File: config.mk
export PLATFORM = sky130hd
export DESIGN_NAME = jtcps2_obj_scan_flat
export DESIGN_NICKNAME = d
export VERILOG_FILES = /design/src/rtl/jtcps2_obj_scan_if.sv /design/src/rtl/jtcps2_obj_scan.sv /design/src/flat_wrapper.sv
export SDC_FILE = /design/constraint.sdc
export NUM_CORES = 1
export LEC_CHECK = 0
export ABC_AREA = 0
export CORE_MARGIN = 5
export CORE_UTILIZATION = 40
export DETAILED_ROUTE_END_ITERATION = 16
export PLACE_DENSITY_LB_ADDON = 0.3
export SYNTH_ARGS = -nofsm -noshare
export SYNTH_HDL_FRONTEND = slang
export SYNTH_SLANG_ARGS = --single-unit
export TNS_END_PERCENT = 30
File: constraint.sdc
create_clock -name clk -period 8.4 [get_ports clk]
set_clock_uncertainty 0.05 [all_clocks]
set_input_delay 1.68 -clock clk [delete_from_list [all_inputs] [get_ports clk]]
set_output_delay 1.68 -clock clk [all_outputs]
set_load 0.03 [all_outputs]
File: src/rtl/jtcps2_obj_scan_if.sv
// Bus between the CPS2 object scanner, the frame object table RAM and the object line renderer.
// The master side is the scanner.
interface jtcps2_obj_scan_if #(
    parameter int AW = 10,
    parameter int XW = 9
);
    logic [AW-1:0] table_addr;
    logic [15:0]   table_x;
    logic [15:0]   table_y;
    logic [15:0]   table_code;
    logic [15:0]   table_attr;
    logic          dr_start;
    logic          dr_idle;
    logic [15:0]   dr_code;
    logic [15:0]   dr_attr;
    logic [XW-1:0] dr_hpos;

    modport master (
        output table_addr,
        input  table_x, table_y, table_code, table_attr,
        output dr_start, dr_code, dr_attr, dr_hpos,
        input  dr_idle
    );

    modport slave (
        input  table_addr,
        output table_x, table_y, table_code, table_attr,
        input  dr_start, dr_code, dr_attr, dr_hpos,
        output dr_idle
    );
endinterface

File: src/rtl/jtcps2_obj_scan.sv
// CPS2 per-line sprite scanner: walks the object table top-down and expands visible sprites into 16-pixel tile requests.
// Optional: define JTCPS2_OBJ_ENDMARK_EN so that attr[15:8]==8'hFF ends the scan.
module jtcps2_obj_scan #(
    parameter int AW     = 10,
    parameter int XW     = 9,
    parameter int BUDGET = 64
) (
    input  logic       clk,
    input  logic       rst,
    input  logic       flip,
    input  logic [8:0] vrender,
    input  logic       start,
    output logic       busy,
    output logic       overflow,
    jtcps2_obj_scan_if.master bus
);
    typedef enum logic [2:0] {S_IDLE, S_READ, S_EVAL, S_ISSUE, S_ACK} state_t;

    function automatic logic [15:0] tile_code(input logic [15:0] code,
                                              input logic [3:0]  m,
                                              input logic [3:0]  n);
        logic [3:0] hi;
        logic [3:0] lo;
        hi = code[7:4] + m;
        lo = code[3:0] + n;
        return {code[15:8], hi, lo};
    endfunction

    function automatic logic [XW-1:0] tile_hpos(input logic [XW-1:0] x,
                                                input logic [3:0]    npos);
        return x + XW'({npos, 4'h0}) - XW'(1);
    endfunction

    state_t        state_q, state_d;
    logic [AW-1:0] addr_q, addr_d;
    logic [7:0]    cnt_q, cnt_d;
    logic          ovf_q, ovf_d;
    logic          busy_q, busy_d;
    logic          first_q, first_d;
    logic          dr_start_q, dr_start_d;
    logic [15:0]   dr_code_q, dr_code_d;
    logic [15:0]   dr_attr_q, dr_attr_d;
    logic [XW-1:0] dr_hpos_q, dr_hpos_d;

    logic [8:0]    vrf_q, vrf_d;
    logic [15:0]   prev_x_q, prev_x_d, prev_y_q, prev_y_d;
    logic [15:0]   prev_code_q, prev_code_d, prev_attr_q, prev_attr_d;
    logic [XW-1:0] ent_x_q, ent_x_d;
    logic [15:0]   ent_code_q, ent_code_d;
    logic [7:0]    ent_attr_q, ent_attr_d;
    logic [3:0]    ent_n_q, ent_n_d;
    logic          ent_hflip_q, ent_hflip_d;
    logic [3:0]    m_q, m_d, row_q, row_d, n_q, n_d, npos_q, npos_d;

    // Entry evaluation, valid while in EVAL (table words arrive one cycle after the address)
    logic [8:0] vsub;
    logic [3:0] tm_in, tn_in, m_raw, m_eval, row_eval;
    logic       vflip_in, hflip_in, in_zone, is_repeat, skip, last_entry;
    logic [9:0] zone_lim;

    assign vsub       = vrf_q - bus.table_y[8:0];
    assign tm_in      = bus.table_attr[15:12];
    assign tn_in      = bus.table_attr[11:8];
    assign vflip_in   = bus.table_attr[6];
    assign hflip_in   = bus.table_attr[5];
    assign zone_lim   = {2'b00, tm_in, 4'h0} + 10'd16;
    assign in_zone    = {1'b0, vsub} < zone_lim;
    assign m_raw      = vsub[7:4];
    assign m_eval     = vflip_in ? (tm_in - m_raw) : m_raw;
    assign row_eval   = vsub[3:0] ^ {4{vflip_in}};
    assign is_repeat  = !first_q &&
                        bus.table_x    == prev_x_q    && bus.table_y    == prev_y_q &&
                        bus.table_code == prev_code_q && bus.table_attr == prev_attr_q;
    assign skip       = bus.table_y[15] || !in_zone || is_repeat;
    assign last_entry = (addr_q == '0);

    always_comb begin
        state_d     = state_q;
        addr_d      = addr_q;
        cnt_d       = cnt_q;
        ovf_d       = ovf_q;
        busy_d      = busy_q;
        first_d     = first_q;
        dr_start_d  = 1'b0;
        dr_code_d   = dr_code_q;
        dr_attr_d   = dr_attr_q;
        dr_hpos_d   = dr_hpos_q;
        vrf_d       = vrf_q;
        prev_x_d    = prev_x_q;
        prev_y_d    = prev_y_q;
        prev_code_d = prev_code_q;
        prev_attr_d = prev_attr_q;
        ent_x_d     = ent_x_q;
        ent_code_d  = ent_code_q;
        ent_attr_d  = ent_attr_q;
        ent_n_d     = ent_n_q;
        ent_hflip_d = ent_hflip_q;
        m_d         = m_q;
        row_d       = row_q;
        n_d         = n_q;
        npos_d      = npos_q;

        // start wins in every state: a running scan is abandoned and restarted
        if (start) begin
            vrf_d   = vrender ^ {1'b0, {8{flip}}};
            addr_d  = '1;
            cnt_d   = '0;
            ovf_d   = 1'b0;
            first_d = 1'b1;
            busy_d  = 1'b1;
            state_d = S_READ;
        end else begin
            case (state_q)
                S_IDLE: busy_d = 1'b0;
                S_READ: state_d = S_EVAL;
                S_EVAL: begin
                    first_d     = 1'b0;
                    prev_x_d    = bus.table_x;
                    prev_y_d    = bus.table_y;
                    prev_code_d = bus.table_code;
                    prev_attr_d = bus.table_attr;
`ifdef JTCPS2_OBJ_ENDMARK_EN
                    if (bus.table_attr[15:8] == 8'hFF) begin
                        state_d = S_IDLE;
                    end else
`endif
                    if (skip) begin
                        if (last_entry) begin
                            state_d = S_IDLE;
                        end else begin
                            addr_d  = addr_q - AW'(1);
                            state_d = S_READ;
                        end
                    end else begin
                        ent_x_d     = bus.table_x[XW-1:0];
                        ent_code_d  = bus.table_code;
                        ent_attr_d  = bus.table_attr[7:0];
                        ent_n_d     = tn_in;
                        ent_hflip_d = hflip_in;
                        m_d         = m_eval;
                        row_d       = row_eval;
                        n_d         = 4'd0;
                        npos_d      = hflip_in ? tn_in : 4'd0;
                        state_d     = S_ISSUE;
                    end
                end
                S_ISSUE: begin
                    if (bus.dr_idle) begin
                        dr_code_d  = tile_code(ent_code_q, m_q, n_q);
                        dr_attr_d  = {4'd0, row_q, ent_attr_q};
                        dr_hpos_d  = tile_hpos(ent_x_q, npos_q);
                        dr_start_d = 1'b1;
                        cnt_d      = cnt_q + 8'd1;
                        state_d    = S_ACK;
                    end
                end
                S_ACK: begin
                    if (cnt_q == 8'(BUDGET)) begin
                        ovf_d   = 1'b1;
                        state_d = S_IDLE;
                    end else if (n_q != ent_n_q) begin
                        n_d     = n_q + 4'd1;
                        npos_d  = ent_hflip_q ? (npos_q - 4'd1) : (npos_q + 4'd1);
                        state_d = S_ISSUE;
                    end else if (last_entry) begin
                        state_d = S_IDLE;
                    end else begin
                        addr_d  = addr_q - AW'(1);
                        state_d = S_READ;
                    end
                end
                default: state_d = S_IDLE;
            endcase
        end
    end

    always_ff @(posedge clk) begin
        if (rst) begin
            state_q    <= S_IDLE;
            addr_q     <= '1;
            cnt_q      <= '0;
            ovf_q      <= 1'b0;
            busy_q     <= 1'b0;
            first_q    <= 1'b1;
            dr_start_q <= 1'b0;
            dr_code_q  <= '0;
            dr_attr_q  <= '0;
            dr_hpos_q  <= '0;
        end else begin
            state_q    <= state_d;
            addr_q     <= addr_d;
            cnt_q      <= cnt_d;
            ovf_q      <= ovf_d;
            busy_q     <= busy_d;
            first_q    <= first_d;
            dr_start_q <= dr_start_d;
            dr_code_q  <= dr_code_d;
            dr_attr_q  <= dr_attr_d;
            dr_hpos_q  <= dr_hpos_d;
        end
    end

    // Datapath holding registers: only meaningful once the FSM has loaded them
    always_ff @(posedge clk) begin
        vrf_q       <= vrf_d;
        prev_x_q    <= prev_x_d;
        prev_y_q    <= prev_y_d;
        prev_code_q <= prev_code_d;
        prev_attr_q <= prev_attr_d;
        ent_x_q     <= ent_x_d;
        ent_code_q  <= ent_code_d;
        ent_attr_q  <= ent_attr_d;
        ent_n_q     <= ent_n_d;
        ent_hflip_q <= ent_hflip_d;
        m_q         <= m_d;
        row_q       <= row_d;
        n_q         <= n_d;
        npos_q      <= npos_d;
    end

    assign bus.table_addr = addr_q;
    assign bus.dr_start   = dr_start_q;
    assign bus.dr_code    = dr_code_q;
    assign bus.dr_attr    = dr_attr_q;
    assign bus.dr_hpos    = dr_hpos_q;
    assign busy           = busy_q;
    assign overflow       = ovf_q;
endmodule

File: src/flat_wrapper.sv
// flat-port wrapper written by rule: the top's interface ports become plain ports
module jtcps2_obj_scan_flat 
#(
    parameter int AW     = 10,
    parameter int XW     = 9,
    parameter int BUDGET = 64
)
  (clk, rst, flip, vrender, start, busy, overflow, bus_table_addr, bus_table_x, bus_table_y, bus_table_code, bus_table_attr, bus_dr_start, bus_dr_code, bus_dr_attr, bus_dr_hpos, bus_dr_idle);
  jtcps2_obj_scan_if #(.AW(AW), .XW(XW)) bus_i ();
  input  logic clk;
  input  logic rst;
  input  logic flip;
  input  logic [8:0] vrender;
  input  logic start;
  output logic busy;
  output logic overflow;
  output wire logic [$bits(bus_i.table_addr)-1:0] bus_table_addr;
  input wire logic [$bits(bus_i.table_x)-1:0] bus_table_x;
  input wire logic [$bits(bus_i.table_y)-1:0] bus_table_y;
  input wire logic [$bits(bus_i.table_code)-1:0] bus_table_code;
  input wire logic [$bits(bus_i.table_attr)-1:0] bus_table_attr;
  output wire logic [$bits(bus_i.dr_start)-1:0] bus_dr_start;
  output wire logic [$bits(bus_i.dr_code)-1:0] bus_dr_code;
  output wire logic [$bits(bus_i.dr_attr)-1:0] bus_dr_attr;
  output wire logic [$bits(bus_i.dr_hpos)-1:0] bus_dr_hpos;
  input wire logic [$bits(bus_i.dr_idle)-1:0] bus_dr_idle;
  assign bus_table_addr = bus_i.table_addr;
  assign bus_i.table_x = bus_table_x;
  assign bus_i.table_y = bus_table_y;
  assign bus_i.table_code = bus_table_code;
  assign bus_i.table_attr = bus_table_attr;
  assign bus_dr_start = bus_i.dr_start;
  assign bus_dr_code = bus_i.dr_code;
  assign bus_dr_attr = bus_i.dr_attr;
  assign bus_dr_hpos = bus_i.dr_hpos;
  assign bus_i.dr_idle = bus_dr_idle;
  jtcps2_obj_scan #(.AW(AW), .XW(XW), .BUDGET(BUDGET)) u_core (.clk(clk), .rst(rst), .flip(flip), .vrender(vrender), .start(start), .busy(busy), .overflow(overflow), .bus(bus_i));
endmodule
==> Yosys cells after proc, flatten, opt, wreduce, memory -nomap -nowiden <==
Index checks and enable logic that the tools add are counted.
{ "totals": {"in_bits": 78, "wordCells": 111, "output_inout_bits": 54, "reg_bits": 189} }
{ "op_classes": {"n_eq_ne": 18, "addsub": 12, "bitwise_logic": 6, "muxes": 26, "n_reduce_logical": 23, "n_lt_le_gt_ge": 1} }
{ "op_table": {"columns": ["cell", "n"], "rows": [
  ["16-bit == test", 4],
  ["10-bit 2-to-1 mux", 4],
  ["4-bit 2-to-1 mux", 9],
  ["10-bit one-hot mux with 2 select lines", 1],
  ["4-bit one-hot mux with 2 select lines", 2],
  ["3-bit one-hot mux with 5 select lines", 1],
  ["3-bit 2-to-1 mux", 4],
  ["10-bit logical NOT", 1],
  ["9-bit by 10-bit less-than comparator with 1-bit output", 1],
  ["2-bit != test (second input constant)", 5],
  ["2-bit AND reduction", 5],
  ["10-bit by 1-bit subtractor with 10-bit output (second input constant)", 1],
  ["8-bit by 5-bit adder with 9-bit output (second input constant)", 1],
  ["9-bit by 8-bit adder with 9-bit output", 1],
  ["9-bit by 1-bit subtractor with 9-bit output (second input constant)", 1],
  ["9-bit subtractor", 1],
  ["9-bit by 8-bit XOR with 9-bit output", 1],
  ["4-bit by 1-bit adder with 4-bit output (second input constant)", 2],
  ["4-bit adder", 2],
  ["8-bit by 1-bit adder with 8-bit output (second input constant)", 1],
  ["8-bit by 7-bit == test with 1-bit output (second input constant)", 1],
  ["3-bit by 2-bit == test with 1-bit output (second input constant)", 2],
  ["3-bit AND reduction", 2],
  ["1-bit 2-to-1 mux", 5],
  ["other kinds (18)", 28]
]} }

==> Depth between registers and ports, before layout <==
{ "depth": {"ltp_word": 9, "mapped_depth": 17, "mapped_depth_nobuf": 16} }

==> Worst setup path before layout <==
OpenSTA, ideal clock, no wires.
{ "synth_path": {"path_kind": "input port to flip-flop", "startpoint": "in bus_table_y[2]", "endpoint": "reg u_core.ent_attr_q[0], enable pin", "path_buffers": 1, "required_time_ns": 7.902, "setup_time_ns": 0.448, "t_arrival_ns": 5.850, "path_slack_ns": 2.052, "path_stages": 15, "path_cell_list": "inv_1 ha_1 nor2b_1 o21ai_0 nand2b_1 a21o_1 a21o_1 xnor2_1 inv_1 ha_1 o21a_1 o221ai_1 o2111ai_1 clkbuf_1 nor2_1"} }
{ "synth_between": {"elab_chain_cells": 7, "elab_cells_between_ends": 11, "classes_between": "1 x add/sub; 1 x order compare; 1 x eq/ne; 1 x bitwise; 7 x reduce/logical"} }
{ "synth_lines": {"columns": ["item", "line_no", "rtl"], "rows": [
  ["start: declaration", "flat_wrapper.sv:19", "input wire logic [$bits(bus_i.table_y)-1:0] bus_table_y;"],
  ["9-bit subtractor / 16-bit == test (equally long branches)", "jtcps2_obj_scan.sv:61, jtcps2_obj_scan.sv:72", null],
  ["9-bit by 10-bit less-than comparator with 1-bit output / 1-bit logical AND (equally long branches)", "jtcps2_obj_scan.sv:67, jtcps2_obj_scan.sv:72", null],
  ["1-bit logical NOT / 1-bit logical AND (equally long branches)", "jtcps2_obj_scan.sv:74, jtcps2_obj_scan.sv:72", null],
  ["1-bit logical OR / 1-bit logical AND (equally long branches)", "jtcps2_obj_scan.sv:74, jtcps2_obj_scan.sv:73", null],
  ["1-bit logical OR *", "jtcps2_obj_scan.sv:74", "assign skip = bus.table_y[15] || !in_zone || is_repeat;"],
  ["1-bit NOT (no line) *", null, null],
  ["3-bit AND reduction (no line) *", null, null],
  ["end signal: assignment", "jtcps2_obj_scan.sv:212", "ent_attr_q <= ent_attr_d;"],
  ["end: declaration", "jtcps2_obj_scan.sv:50", "logic [7:0] ent_attr_q, ent_attr_d;"]
]} }
Every way passes the cells marked *; elsewhere a longest branch is shown, timed or not.
A chain may end at the register's enable or synchronous reset.

==> Worst setup path in the final report <==
{ "layout_path": {"startpoint": "in bus_table_y[2]", "endpoint": "reg u_core.row_q[2], enable pin"} }
{ "layout_between": {"elab_chain_cells": 7, "elab_cells_between_ends": 11, "classes_between": "1 x add/sub; 1 x order compare; 1 x eq/ne; 1 x bitwise; 7 x reduce/logical"} }
{ "layout_lines": {"columns": ["item", "line_no", "rtl"], "rows": [
  ["9-bit subtractor / 16-bit == test (equally long branches)", "jtcps2_obj_scan.sv:61, jtcps2_obj_scan.sv:72", null],
  ["9-bit by 10-bit less-than comparator with 1-bit output / 1-bit logical AND (equally long branches)", "jtcps2_obj_scan.sv:67, jtcps2_obj_scan.sv:72", null],
  ["1-bit logical NOT / 1-bit logical AND (equally long branches)", "jtcps2_obj_scan.sv:74, jtcps2_obj_scan.sv:72", null],
  ["1-bit logical OR / 1-bit logical AND (equally long branches)", "jtcps2_obj_scan.sv:74, jtcps2_obj_scan.sv:73", null],
  ["1-bit logical OR *", "jtcps2_obj_scan.sv:74", null],
  ["1-bit NOT (no line) *", null, null],
  ["3-bit AND reduction (no line) *", null, null],
  ["end signal: assignment", "jtcps2_obj_scan.sv:216", "row_q <= row_d;"],
  ["end: declaration", "jtcps2_obj_scan.sv:53", "logic [3:0] m_q, m_d, row_q, row_d, n_q, n_d, npos_q, npos_d;"]
]} }
Marked as above.

==> out/metrics.csv <==
metric,value,unit
synth_seq_cells,188,
wl_met3,1001,um
diodes,0,
max_stage_delay,0.81,ns
worstReg2RegStart,u_core.vrf_q[0],
regToRegSetupSlack,3.76,ns
final_cell_mix,"clkdlybuf4s50_1 (126), edfxtp_1 (126), nand2_1 (74)",
synthFlopType,edfxtp_1,
yosysWarnings,0,
leakage,0.003801,uW
critPathCaptureType,flop,
cts_tree,built,
initial_utilization,40.72,%
antenna_found_initial,1,
avgRoutedWirePerCell,16.84,um
final_max_slew_viol_count,0,
cts_buffers,17,
period_share,72.29,%
holdCritPathClass,flop to flop,
path_class,input port to flop,
r2r_end,u_core.row_q[2],
die_w,156.5,um
setup_violations,0,
rows,53,
hold_violations,0,
finalSetupTns,0,ns
min_path_cells,2,
p_per_area,186.9,nW/um2
core_area,21090,um2
wirelength,19210,um
setup.worst_path.start_class,input port,
die_area,24500,um2
grt.total_usage,15.96,%
htree_levels,4,
grt_max_degree,47,
clock_sinks,188,
overflow,0,
hpwl,14110,um
synth_cells,728,
vias_per_cell,4.932,
vias,5627,
crit_path_top_delay_cell,nor2_4,
cap_violations,0,
ios,132,
clkTransAtPathRegs,0.07,ns
wl_met1,8492,um
cts_resized,0,
fmax,0.1647,GHz
fin_util,50.82,%
reg2reg_depth,16,
gp_congestion,0.7924,
highest_layer,met5,
status,"complete, no violations",
clock-root-buffer,clkbuf_16,
timing.final.crit_period,6.073,ns
worst_pin_slew,1.153,ns
nets,977,
slew_headroom,23.15,%
arrival,6.14,ns
yosysUniqueCellTypes,52,
portBuffers,127,
synth_edf_count,126,
grt_pass1_vias,5488,
syn2layout_area_growth,24.81,%
first_pass_iters,4,
syn_area,8587,um2
drive_above_1_share,5.312,%
rsz0062_at_grt,false,
post-route-drc-count,0,
worst_ir_drop_vdd,0.0001365,V
die_h,156.5,um
synthArstFlopShare,0,%
post_cts_buffers,0,
min_to,u_core.bus.dr_hpos[5],
critPathMaxFanout,27,
worstPathCellList,clkdlybuf4s50_1 -> inv_1 -> ha_1 -> nor2b_1 -> o21ai_0 -> nand2b_1 -> a21o_1 -> a21o_1 -> xnor2_1 -> inv_1 -> ha_1 -> o21a_1 -> o221ai_1 -> o2111ai_1 -> nor2_4 -> buf_4,
drt_iter0_markers,286,
grt_pass1_wl,29810,um
cp.required,8.47,ns
routed-wl-met2,9464,um
crit_buf_inv,4,
cts_buffer_depth,2,
syn_avg_cell_area,11.80,um2
detail-route-antenna-nets,0,
hold_buffers,0,
clk_latency,0.44,ns
seq_area_frac_synth,58.52,%
critPathTopFamily,compound AO/OA/AOI/OAI gates,
worstHoldStart,u_core.bus.dr_hpos[5],
flip-flops by register name, indices dropped and copies added, names as in the netlist, 8 cells and up:
register               count
u_core.bus.table_addr     10
u_core.prev_y_q           16
u_core.bus.dr_attr        12
u_core.ent_x_q             9
u_core.prev_x_q           16
u_core.bus.dr_hpos         9
u_core.ent_attr_q          8
u_core.cnt_q               8
u_core.vrf_q               9
u_core.prev_code_q        16
u_core.ent_code_q         16
u_core.bus.dr_code        16
u_core.prev_attr_q        16
cells in the mapped netlist (2+ instances only):
master | count | area share, %
and2_1 | 2 | 0.15
nand4_1 | 19 | 1.4
and4_1 | 2 | 0.20
nand2_1 | 74 | 3.2
buf_4 | 4 | 0.35
a211o_1 | 2 | 0.20
a21oi_1 | 48 | 2.8
a211oi_1 | 8 | 0.70
nand2b_1 | 5 | 0.36
a31oi_1 | 3 | 0.22
o21ai_0 | 11 | 0.64
clkbuf_1 | 22 | 0.96
xnor2_1 | 71 | 7.2
nand3_1 | 13 | 0.76
dfxtp_1 | 62 | 14
nor4_1 | 12 | 0.87
mux2i_1 | 2 | 0.23
nor3_1 | 9 | 0.52
nand3b_1 | 6 | 0.52
a21o_1 | 12 | 1.0
and3_1 | 4 | 0.29
edfxtp_1 | 126 | 44
xor2_1 | 46 | 4.7
ha_1 | 40 | 5.8
nor2_1 | 38 | 1.7
o31ai_1 | 2 | 0.17
nor2b_1 | 5 | 0.36
o21a_1 | 2 | 0.17
or4_1 | 2 | 0.17
inv_1 | 48 | 2.1
o21ai_1 | 2 | 0.12
fa_1 | 6 | 1.4
metrics by stage:
stage / power, uW / hold slack (ns) / instance area, um2 / worst slack [ns] / std cells
5_1_grt: 2083 / 0.4269 / 10720 / 1.874 / 1141
3_5_place_dp: 1225 / 0.4000 / 10130 / 1.865 / 1109
4_1_cts: 2024 / 0.4101 / 10720 / 2.285 / 1141
6_report: 2003 / 0.4031 / 10720 / 2.327 / 1141
3_3_place_gp: 1222 / 0.3950 / 10130 / 1.961 / 1109
2_1_floorplan: 1145 / 0.3726 / 8598 / 2.052 / 731
kinds of logic after synthesis:
logic type | count (synthesis) | synth area share (%)
DFF | 188 | 58.52
AOI/OAI and AO/OA | 99 | 7.067
muxes | 2 | 0.2331
xor gates and xnor gates | 117 | 11.93
and+or+nand+nor | 199 | 11.38
adders and majority gates | 46 | 7.227
buffers and inverters | 76 | 3.599
other | 1 | 0.04367
final cells by class:
type	instances	area (um2)
Timing Repair Buffer	131	1296
Tap cell	275	344.1
Fill cell	1923	10370
Clock buffer	18	429.2
Inverter	48	180.2
Clock inverter	14	156.4
Sequential cell	188	5025
Multi-Input combinational cell	467	3287
routing by layer:
layer  track usage (%)  vias to the layer above
met5                 0                        -
met4             5.372                        2
met3             3.899                       21
met2             25.96                      116
met1             20.99                     2695
li1                  -                     2793
where the power goes:
group	switching, uW	internal (uW)
logic	103	94.9
registers	5.13	1000
clock network	377	421
total	485	1520
how the worst max path moves through the flow:
stage / start / end / slack (ns) / depth (start not counted)
2_1_floorplan: bus_table_y[2] / u_core.ent_attr_q[0] / 2.05 / 15
3_3_place_gp: bus_table_y[2] / u_core.row_q[0] / 1.96 / 16
3_5_place_dp: bus_table_y[2] / u_core.row_q[0] / 1.86 / 16
4_1_cts: bus_table_y[2] / u_core.m_q[3] / 2.28 / 16
5_1_grt: bus_table_y[2] / u_core.m_q[3] / 1.87 / 16
6_report: bus_table_y[2] / u_core.row_q[2] / 2.33 / 16
tightest hold or removal path: cells and delay by family, from the launching register on:
family	cells	cell delay (ns)
flip-flops	1	0.31
AO/OA/AOI/OAI	1	0.05
AND/OR/NAND/NOR	1	0.05
(Power assumes the default switching activity.)
